`src/rtl/reset_sequencer.sv`:
```
// Reset network source: holds every pipeline stage in reset, then releases the stages one at a time
// in order, and reruns that sequence when the host raises a 4-phase soft-reset request.
module reset_sequencer #(
    parameter int unsigned N_STAGES    = 4,
    parameter int unsigned HOLD_CYCLES = 16,
    parameter int unsigned GAP_CYCLES  = 8
) (
    input  logic                clk,
    input  logic                reset,
    input  logic                soft_req,
    output logic                soft_ack,
    output logic [N_STAGES-1:0] stage_rst_n,
    output logic                all_ready
);

    localparam int unsigned MAX_CYC = (HOLD_CYCLES > GAP_CYCLES) ? HOLD_CYCLES : GAP_CYCLES;
    localparam int unsigned CNT_W   = $clog2(MAX_CYC + 1);
    localparam int unsigned IDX_W   = (N_STAGES > 1) ? $clog2(N_STAGES) : 1;

    localparam logic [CNT_W-1:0] HOLD_LAST = CNT_W'(HOLD_CYCLES - 1);
    localparam logic [CNT_W-1:0] GAP_LAST  = CNT_W'(GAP_CYCLES - 1);
    localparam logic [IDX_W-1:0] IDX_LAST  = IDX_W'(N_STAGES - 1);

    typedef enum logic [1:0] {
        ASSERT,
        RELEASE,
        RUN
    } state_t;

    state_t           r_state;
    logic [CNT_W-1:0] r_cnt;
    logic [IDX_W-1:0] r_idx;
    logic             r_pending;

    always_ff @(posedge clk or posedge reset) begin
        if (reset) begin
            r_state     <= ASSERT;
            r_cnt       <= '0;
            r_idx       <= '0;
            r_pending   <= 1'b0;
            stage_rst_n <= '0;
            all_ready   <= 1'b0;
            soft_ack    <= 1'b0;
        end else begin
            case (r_state)
                ASSERT: begin
                    if (r_cnt == HOLD_LAST) begin
                        stage_rst_n <= stage_rst_n | N_STAGES'(1);
                        r_state     <= RELEASE;
                        r_idx       <= '0;
                        r_cnt       <= '0;
                    end else begin
                        r_cnt <= r_cnt + 1'b1;
                    end
                end
                RELEASE: begin
                    if (r_cnt == GAP_LAST) begin
                        r_cnt <= '0;
                        if (r_idx != IDX_LAST) begin
                            // Shifting in ones keeps the released set a contiguous low-order run
                            stage_rst_n <= (stage_rst_n << 1) | N_STAGES'(1);
                            r_idx       <= r_idx + 1'b1;
                        end else begin
                            r_state   <= RUN;
                            all_ready <= 1'b1;
                            if (r_pending) begin
                                soft_ack  <= 1'b1;
                                r_pending <= 1'b0;
                            end
                        end
                    end else begin
                        r_cnt <= r_cnt + 1'b1;
                    end
                end
                RUN: begin
                    if (soft_req && !soft_ack) begin
                        stage_rst_n <= '0;
                        all_ready   <= 1'b0;
                        r_pending   <= 1'b1;
                        r_state     <= ASSERT;
                        r_cnt       <= '0;
                    end else if (!soft_req) begin
                        soft_ack <= 1'b0;
                    end
                end
                default: r_state <= ASSERT;
            endcase
        end
    end

endmodule

```
`config.mk`:
```
export PLATFORM = sky130hd
export DESIGN_NAME = reset_sequencer
export DESIGN_NICKNAME = d
export VERILOG_FILES = /design/src/rtl/reset_sequencer.sv
export SDC_FILE = /design/constraint.sdc
export NUM_CORES = 1
export LEC_CHECK = 0
export CAP_MARGIN = 10
export CORE_ASPECT_RATIO = 0.8
export CORE_MARGIN = 8
export CORE_UTILIZATION = 26
export DETAILED_ROUTE_END_ITERATION = 10
export PLACE_DENSITY_LB_ADDON = 0.12
export SLEW_MARGIN = 20
export SYNTH_ARGS = -nofsm -noshare
export SYNTH_HDL_FRONTEND = slang
export SYNTH_SLANG_ARGS = --single-unit
```
`constraint.sdc`:
```
create_clock -name clk -period 2.65 [get_ports clk]
set_input_delay 0.53 -clock clk [delete_from_list [all_inputs] [get_ports clk]]
set_output_delay 0.53 -clock clk [all_outputs]
set_load 0.03 [all_outputs]
```
==> impl_metrics.json, run 1 <==
{
  "status": "finished clean",
  "dp_hpwl_mm": 1.54,
  "syn_avg_cell_area_um2": 9.78,
  "overflow": 0,
  "die_y_um": 70.6,
  "yosysSeqAreaShare": 0.413,
  "drive_gt1_frac": 0.0826,
  "root_buffer": "clkbuf_8",
  "max_slew_margin": 0.567,
  "synth_top_area_share": 0.413,
  "clk_path_buf_depth": 2,
  "synth_nets": 111,
  "ant_nets": 0,
  "critPathKind": "reg -> reg",
  "postCtsSetupBuffers": 0,
  "grt_max_degree": 17,
  "num_rows": 20,
  "yosysMostFrequentCell": "dfrtp_1",
  "num_vias": 741,
  "irDropWorstVdd_mv": 0.270,
  "final_nets": 122,
  "clock_latency_ns": 0.25,
  "cp_max_fo": 5,
  "p_leak_nw": 0.572,
  "place.port_buffers": 8,
  "die_x_um": 84.2,
  "yosysUniqueCellTypes": 29,
  "syn_inst": 99,
  "worstMarginPinSlew_ns": 0.649,
  "synth_ff_type": "dfrtp_1",
  "wirelength_mm": 2.08,
  "fin_skew_ns": 0.00836,
  "wire_per_inst_um": 13.6,
  "drv_slew": 0,
  "initial_core_util": 0.263,
  "hold_class": "reg -> reg",
  "ys_seq_elements": 16,
  "final_hold_viol_count": 0,
  "holdBufCountCts": 0,
  "cp.arrival_ns": 2.15,
  "synth_edf_count": 0,
  "synth_common_cells": "dfrtp_1 (16), inv_1 (11), nand2_1 (10), ha_1 (9), a21oi_1 (6)",
  "grt_pass1_vias": 728,
  "fill_cells": 367,
  "fmax_ghz": 0.495,
  "tns_ns": 0,
  "viasPerCell": 4.84,
  "cap_violations": 0,
  "synth.area.top_cells": "dfrtp_1 (41%), ha_1 (12%), mux2i_1 (5.2%)",
  "synth_area_leader_cell": "dfrtp_1",
  "fin_crit_sh": 0.762,
  "startpoint_type": "register",
  "syn_to_final_growth_pct": 18.7,
  "p_per_area_nw_per_um2": 413,
  "htree_num_levels": 1,
  "netlist_area_um2": 968,
  "antenna_found_initial": 0,
  "diodes": 0,
  "drc_errors": 0,
  "cts_made_buffers": 3,
  "critPathCaptureType": "register",
  "drt_first_pass_iters": 5,
  "die_area_um2": 5950,
  "required_ns": 2.78,
  "clkSlewWorstSetupHoldPaths_ns": 0.07,
  "drt_iter0_drc": 43,
  "final_area_um2": 1150,
  "gp_congestion": 0.770,
  "async_flop_share": 1.00,
  "fin_crit_ns": 2.02,
  "setup_viol_count_final": 0,
  "cts_sinks": 16,
  "cts_resized": 0,
  "coreArea_um2": 3680,
  "dpl_cell_area_um2": 1090,
  "grtUsageTotal": 0.0725,
  "io_pins": 9,
  "grt_pass1_wl_mm": 3.45,
  "cts_tree": "built",
  "yosys_warnings": 0,
  "rsz0062_at_grt": "false",
  "holdWs_ns": 0.494
}
## worst max-delay path, stage by stage, from the launching register on
cell and delay (ns):
dfrtp_1 0.40, ha_1 0.27, nand3_1 0.14, inv_1 0.08, ha_1 0.22, nor2b_1 0.10
a211oi_2 0.39, o21a_1 0.21, o21ai_0 0.08
## flip-flops by register name (all words and copies together), names as in the netlist
signal / flops
r_pending: 1
r_cnt: 5
soft_ack: 1
all_ready: 1
r_idx: 2
r_state: 2
stage_rst_n: 4
## kinds of logic after synthesis
group | share of synthesized area
and+or+nand+nor | 0.189
buffers and inverters | 0.0517
DFF | 0.413
muxes | 0.0633
adders and majority gates | 0.116
AOI/OAI and AO/OA | 0.167
## final cells by class
cell class / instances / area (um^2) / area share
Clock buffer: 4 / 55.1 / 0.0479
Inverter: 11 / 41.3 / 0.0359
Multi-Input combinational cell: 70 / 518 / 0.450
Sequential cell: 16 / 400 / 0.348
Tap cell: 44 / 55.1 / 0.0479
Timing Repair Buffer: 8 / 80.1 / 0.0696
## path summary, 6_finish.rpt
check	startpoint	endpoint	slack, ns	depth (start not counted)
worst max-delay path	r_cnt[0]$_DFFE_PP0P_	r_idx[1]$_DFFE_PP0P_	0.63	8
worst min-delay path	r_idx[0]$_DFFE_PP0P_	r_idx[0]$_DFFE_PP0P_	0.49	1
worst max register to register	r_cnt[0]$_DFFE_PP0P_	r_idx[1]$_DFFE_PP0P_	0.63	8
worst min register to register	r_idx[0]$_DFFE_PP0P_	r_idx[0]$_DFFE_PP0P_	0.49	1
max in group asynchronous	reset	r_state[1]$_DFFE_PP0P_	1.56	2
min in group asynchronous	reset	r_cnt[0]$_DFFE_PP0P_	0.66	2
## per-layer routing
metal | GRT usage | wire (um)
met1 | 0.0960 | 1060
met2 | 0.107 | 914
met3 | 0.0287 | 91
met4 | 0.0172 | 19
met5 | 0 | 0
## cells in the final DEF (no fill, tap or decap), types with 5 or more instances in the layout
cell type        count
nand3_1              5
clkdlybuf4s50_1      8
a21oi_1              6
a31oi_1              5
dfrtp_1             16
inv_1               11
nand2_1             10
mux2i_1              5
ha_1                 9
## metrics by stage
step | utilization | power, mW | cells | setup slack [ns]
after CTS | 0.313 | 0.485 | 153 | 0.612
after global routing | 0.313 | 0.497 | 153 | 0.444
after detailed placement | 0.298 | 0.259 | 149 | 0.601
final | 0.313 | 0.475 | 153 | 0.630
after global placement | 0.298 | 0.259 | 149 | 0.600
after floorplan | - | 0.254 | 99 | 0.992
## where the power goes
group / internal, mW / total (mW) / leakage [nW] / switching, mW
Sequential: 0.244 / 0.244 / 0.177 / 0
Clock: 0.132 / 0.222 / 0.0288 / 0.0901
Combinational: 0.00285 / 0.00935 / 0.366 / 0.00651
Power figures use the tool's default switching activity.
==> run 2, diff against run 1 <==
Clock period 2.65 ns to 1.9 ns, I/O delays scaled along.
==> run 2 against run 1 <==
  * Via count is 0.13% lower
  * Routed wire length is 0.77% lower
  * Power is 40% higher
  * Utilization is 1.9 points higher
  * Flip-flop and latch count stayed put
  * Largest cell class unchanged
  * Largest power group unchanged
==> impl_metrics.json, run 2 (synthesis results as in run 1) <==
{
  "status": "finished clean",
  "fin_crit_ns": 1.80,
  "setup_viol_count_final": 0,
  "worstMarginPinSlew_ns": 0.400,
  "grt_max_degree": 11,
  "place.port_buffers": 8,
  "viasPerCell": 4.60,
  "fmax_ghz": 0.556,
  "drt_iter0_drc": 37,
  "die_area_um2": 5950,
  "tns_ns": 0,
  "rsz0062_at_grt": "false",
  "path_cells": "ha_1 -> buf_4 -> nand4bb_4 -> and2_4 -> or3b_1 -> a22o_1",
  "overflow": 0,
  "grt_pass1_wl_mm": 3.61,
  "ant_nets": 0,
  "reg.largest.list": "r_cnt x5, stage_rst_n x4",
  "num_vias": 740,
  "cp_slowest_cell": "dfrtp_1",
  "dp_hpwl_mm": 1.59,
  "max_slew_margin": 0.726,
  "die_y_um": 70.6,
  "syn_to_final_growth_pct": 26.0,
  "gp_congestion": 0.740,
  "cap_violations": 0,
  "startpoint_type": "register",
  "fin_ws_ns": 0.102,
  "hold_class": "in -> async",
  "critPathKind": "reg -> reg",
  "cts_sinks": 16,
  "wirelength_mm": 2.06,
  "p_per_area_nw_per_um2": 544,
  "clkSlewWorstSetupHoldPaths_ns": 0.07,
  "cts_tree": "built",
  "post-route-util": 0.332,
  "cp_max_fo": 4,
  "drv_slew": 0,
  "final_nets": 130,
  "regToRegStartpoint": "r_cnt[0]$_DFFE_PP0P_",
  "initial_core_util": 0.263,
  "final_cell_mix": "dfrtp_1 (16), inv_1 (11), nand2_1 (10)",
  "irDropWorstVdd_mv": 0.205,
  "clock_latency_ns": 0.25,
  "drc_errors": 0,
  "drive_gt1_frac": 0.154,
  "htree_num_levels": 1,
  "fin_crit_sh": 0.946,
  "postCtsSetupBuffers": 0,
  "r2r_setup_slack_ns": 0.10,
  "diodes": 0,
  "final_hold_viol_count": 0,
  "cts_made_buffers": 3,
  "required_ns": 2.05,
  "max_stage_delay_ns": 0.39,
  "grtUsageTotal": 0.0749,
  "wire_per_inst_um": 12.8,
  "io_pins": 9,
  "drt_first_pass_iters": 4,
  "clk_path_buf_depth": 2,
  "layout_commonest_cell": "dfrtp_1",
  "dp_slack_ns": 0.00705,
  "root_buffer": "clkbuf_8",
  "antenna_found_initial": 0,
  "p_leak_nw": 0.611,
  "grt_pass1_vias": 740,
  "regMostFlops": "r_cnt",
  "largest_reg_flops": 5,
  "fin_skew_ns": 0.00517,
  "cp.arrival_ns": 1.94,
  "coreArea_um2": 3680,
  "startpoint": "r_cnt[0]$_DFFE_PP0P_",
  "num_rows": 20,
  "critPathCaptureType": "register",
  "die_x_um": 84.2
}
[run 2: cell count changes in the layout (fill, tap and decap cells not counted), sizes merged]
cell,previous run,this run
buf,0,8
[run 2: worst max-delay path: cells and delay by family, from the launching register on]
family	cells	cell delay (ns)
buffers and inverters	1	0.14
and+or+nand+nor	3	0.72
adders and majority gates	1	0.23
AOI/OAI and AO/OA	1	0.23
DFF	1	0.39
[run 2: routing by layer]
metal  share of wire  global-route usage  wire length (um)  vias to the layer above
met5               0                   0                 0                        -
met4          0.0068              0.0287                14                        0
met3           0.047              0.0344                98                        2
met2            0.43               0.103               891                        8
met1            0.51              0.0988              1060                      351
li1                -                   -                 -                      379
[run 2: worst paths after layout]
path	endpoint	depth (start not counted)
max in group asynchronous	r_cnt[4]$_DFFE_PP0P_	3
worst min-delay path	stage_rst_n[3]$_DFFE_PP0P_	2
min in group clk	r_idx[0]$_DFFE_PP0P_	1
worst max-delay path	soft_ack$_DFFE_PP0P_	6
worst max register to register	soft_ack$_DFFE_PP0P_	6
worst min register to register	r_idx[0]$_DFFE_PP0P_	1
[run 2: cell type report]
type,count,area (um^2)
Clock buffer,4,55.1
Tap cell,44,55.1
Timing Repair Buffer,16,140
Multi-Input combinational cell,70,528
Sequential cell,16,400
Inverter,11,41.3
Fill cell,377,2460
[run 2: where the power goes]
group | switching (mW) | total (mW) | leakage (nW) | internal (mW)
Combinational | 0.00994 | 0.0166 | 0.405 | 0.00664
Clock | 0.123 | 0.307 | 0.0288 | 0.184
Sequential | 0 | 0.341 | 0.177 | 0.341
Total | 0.133 | 0.664 | 0.611 | 0.531
[run 2: repair_timing]
item | in CTS | in global routing
resized for setup | 0 | 2
hold buffers | 0 | 0
setup endpoints to repair | 0 | 3
[run 2: stage by stage]
stage	instance area, um^2	std cells	hold slack, ns	total power [mW]
after floorplan	968	99	0.294	0.354
after global placement	1150	157	0.468	0.365
after detailed placement	1150	157	0.476	0.364
after CTS	1210	161	0.370	0.678
after global routing	1220	161	0.380	0.688
final	1220	161	0.366	0.664
==> run 3, diff against run 2 <==
Settings changed: CORE_MARGIN 8 to not set.
==> run 3 against run 2 <==
  * Worst hold slack better by 0.076 ns
  * Flip-flop and latch count stayed put
  * Worst setup slack got worse by 0.0070 ns
  * Die area decreased by 33%
  * First-iteration DRC count is 49% lower
  * Power is 7.8% lower
  * Sequential power hardly changed
  * Count of clock-buffer cells in the layout down 1
  * Utilization grew 1.4 points
  * Fmax decreased by 0.39%
  * Largest power group unchanged
  * Highest routed layer unchanged
==> impl_metrics.json, run 3 (synthesis results as in run 1) <==
{
  "status": "finished clean",
  "num_vias": 754,
  "viasPerCell": 4.77,
  "drt_first_pass_iters": 2,
  "regMostFlops": "r_cnt",
  "final_nets": 130,
  "syn_to_final_growth_pct": 24.5,
  "post-route-util": 0.345,
  "gp_congestion": 0.778,
  "cap_violations": 0,
  "place.port_buffers": 8,
  "num_rows": 19,
  "postCtsSetupBuffers": 0,
  "p_per_area_nw_per_um2": 508,
  "clkSlewWorstSetupHoldPaths_ns": 0.07,
  "drt_iter0_drc": 19,
  "drive_gt1_frac": 0.155,
  "largest_reg_flops": 5,
  "setup_viol_count_final": 0,
  "htree_num_levels": 1,
  "fmax_ghz": 0.554,
  "grtUsageTotal": 0.114,
  "cts_tree": "built",
  "layout_commonest_cell": "dfrtp_1",
  "final_hold_viol_count": 0,
  "cp.arrival_ns": 1.94,
  "max_slew_margin": 0.756,
  "initial_core_util": 0.277,
  "final_area_um2": 1210,
  "clock_latency_ns": 0.25,
  "clk_path_buf_depth": 2,
  "p_leak_nw": 0.602,
  "hold_class": "in -> async",
  "grt_pass1_wl_mm": 3.46,
  "io_pins": 9,
  "grt_pass1_vias": 748,
  "fin_crit_ns": 1.80,
  "fin_ws_ns": 0.0951,
  "worstMarginPinSlew_ns": 0.356,
  "fin_skew_ns": 0.00655,
  "fin_cells": 158,
  "wire_per_inst_um": 12.9,
  "dp_slack_ns": 0.0508,
  "critPathCaptureType": "register",
  "drc_errors": 0,
  "antenna_found_initial": 0,
  "cp_max_fo": 4,
  "irDropWorstVdd_mv": 0.246,
  "dp_cells": 155,
  "die_area_um2": 3970,
  "overflow": 0,
  "coreArea_um2": 3490,
  "diodes": 0,
  "root_buffer": "clkbuf_8",
  "reg.largest.list": "r_cnt x5, stage_rst_n x4",
  "fin_crit_sh": 0.950,
  "ant_nets": 0,
  "die_x_um": 70.2,
  "tns_ns": 0,
  "grt_max_degree": 17,
  "holdWs_ns": 0.443,
  "cts_made_buffers": 3,
  "total_power_uw": 612,
  "cts_sinks": 16,
  "startpoint_type": "register",
  "wirelength_mm": 2.04,
  "dpl_cell_area_um2": 1150,
  "critPathKind": "reg -> reg",
  "dp_hpwl_mm": 1.54,
  "drv_slew": 0,
  "die_y_um": 56.6,
  "final_cell_mix": "dfrtp_1 (16), inv_1 (11), nand2_1 (10)",
  "required_ns": 2.03
}
-- run 3: cell count changes in the layout (fill, tap and decap cells not counted), sizes merged --
| cell | delta |
|---|---|
| clkbuf | -1 |
-- run 3: final timing paths --
check                                      from                    endpoint  slack, ns  cells past startpoint
min in group clk           r_idx[0]$_DFFE_PP0P_        r_idx[0]$_DFFE_PP0P_       0.48                      1
setup / recovery           r_cnt[0]$_DFFE_PP0P_        soft_ack$_DFFE_PP0P_        0.1                      6
hold / removal                            reset  stage_rst_n[0]$_DFFE_PP0P_       0.44                      3
max in group asynchronous                 reset        r_cnt[1]$_DFFE_PP0P_       1.26                      3
setup reg to reg           r_cnt[0]$_DFFE_PP0P_        soft_ack$_DFFE_PP0P_        0.1                      6
hold reg to reg            r_idx[0]$_DFFE_PP0P_        r_idx[0]$_DFFE_PP0P_       0.48                      1
-- run 3: timing repair --
action,4_1_cts,5_1_grt
resized for setup,0,3
hold buffers,0,0
setup endpoints to repair,0,3
-- run 3: power breakdown --
| part | leakage, nW | internal (mW) | switching [mW] |
|---|---|---|---|
| registers | 0.177 | 0.341 | 0 |
| logic | 0.403 | 0.00536 | 0.00945 |
| clock network | 0.0216 | 0.141 | 0.116 |
| total | 0.602 | 0.487 | 0.126 |
-- run 3: layout make-up --
cell class              instances  area [um^2]
repair buffers                 16          140
inverters                      11         41.3
fillers                       356         2290
clock buffers                   3         41.3
flip-flops and latches         16          400
well taps                      42         52.6
multi-input cells              70          531
-- run 3: critical path: stages, from the launching register on --
cell and delay (ns):
dfrtp_1 0.40, ha_2 0.23, buf_4 0.12, nand4bb_4 0.15
and2_4 0.21, or3b_1 0.34, a22o_1 0.23
-- run 3: routing by layer --
layer | up-vias | share of wire | track usage
li1 | 378 | - | -
met1 | 361 | 0.54 | 0.165
met2 | 13 | 0.42 | 0.163
met3 | 2 | 0.034 | 0.0377
met4 | 0 | 0.010 | 0.0257
met5 | - | 0 | 0
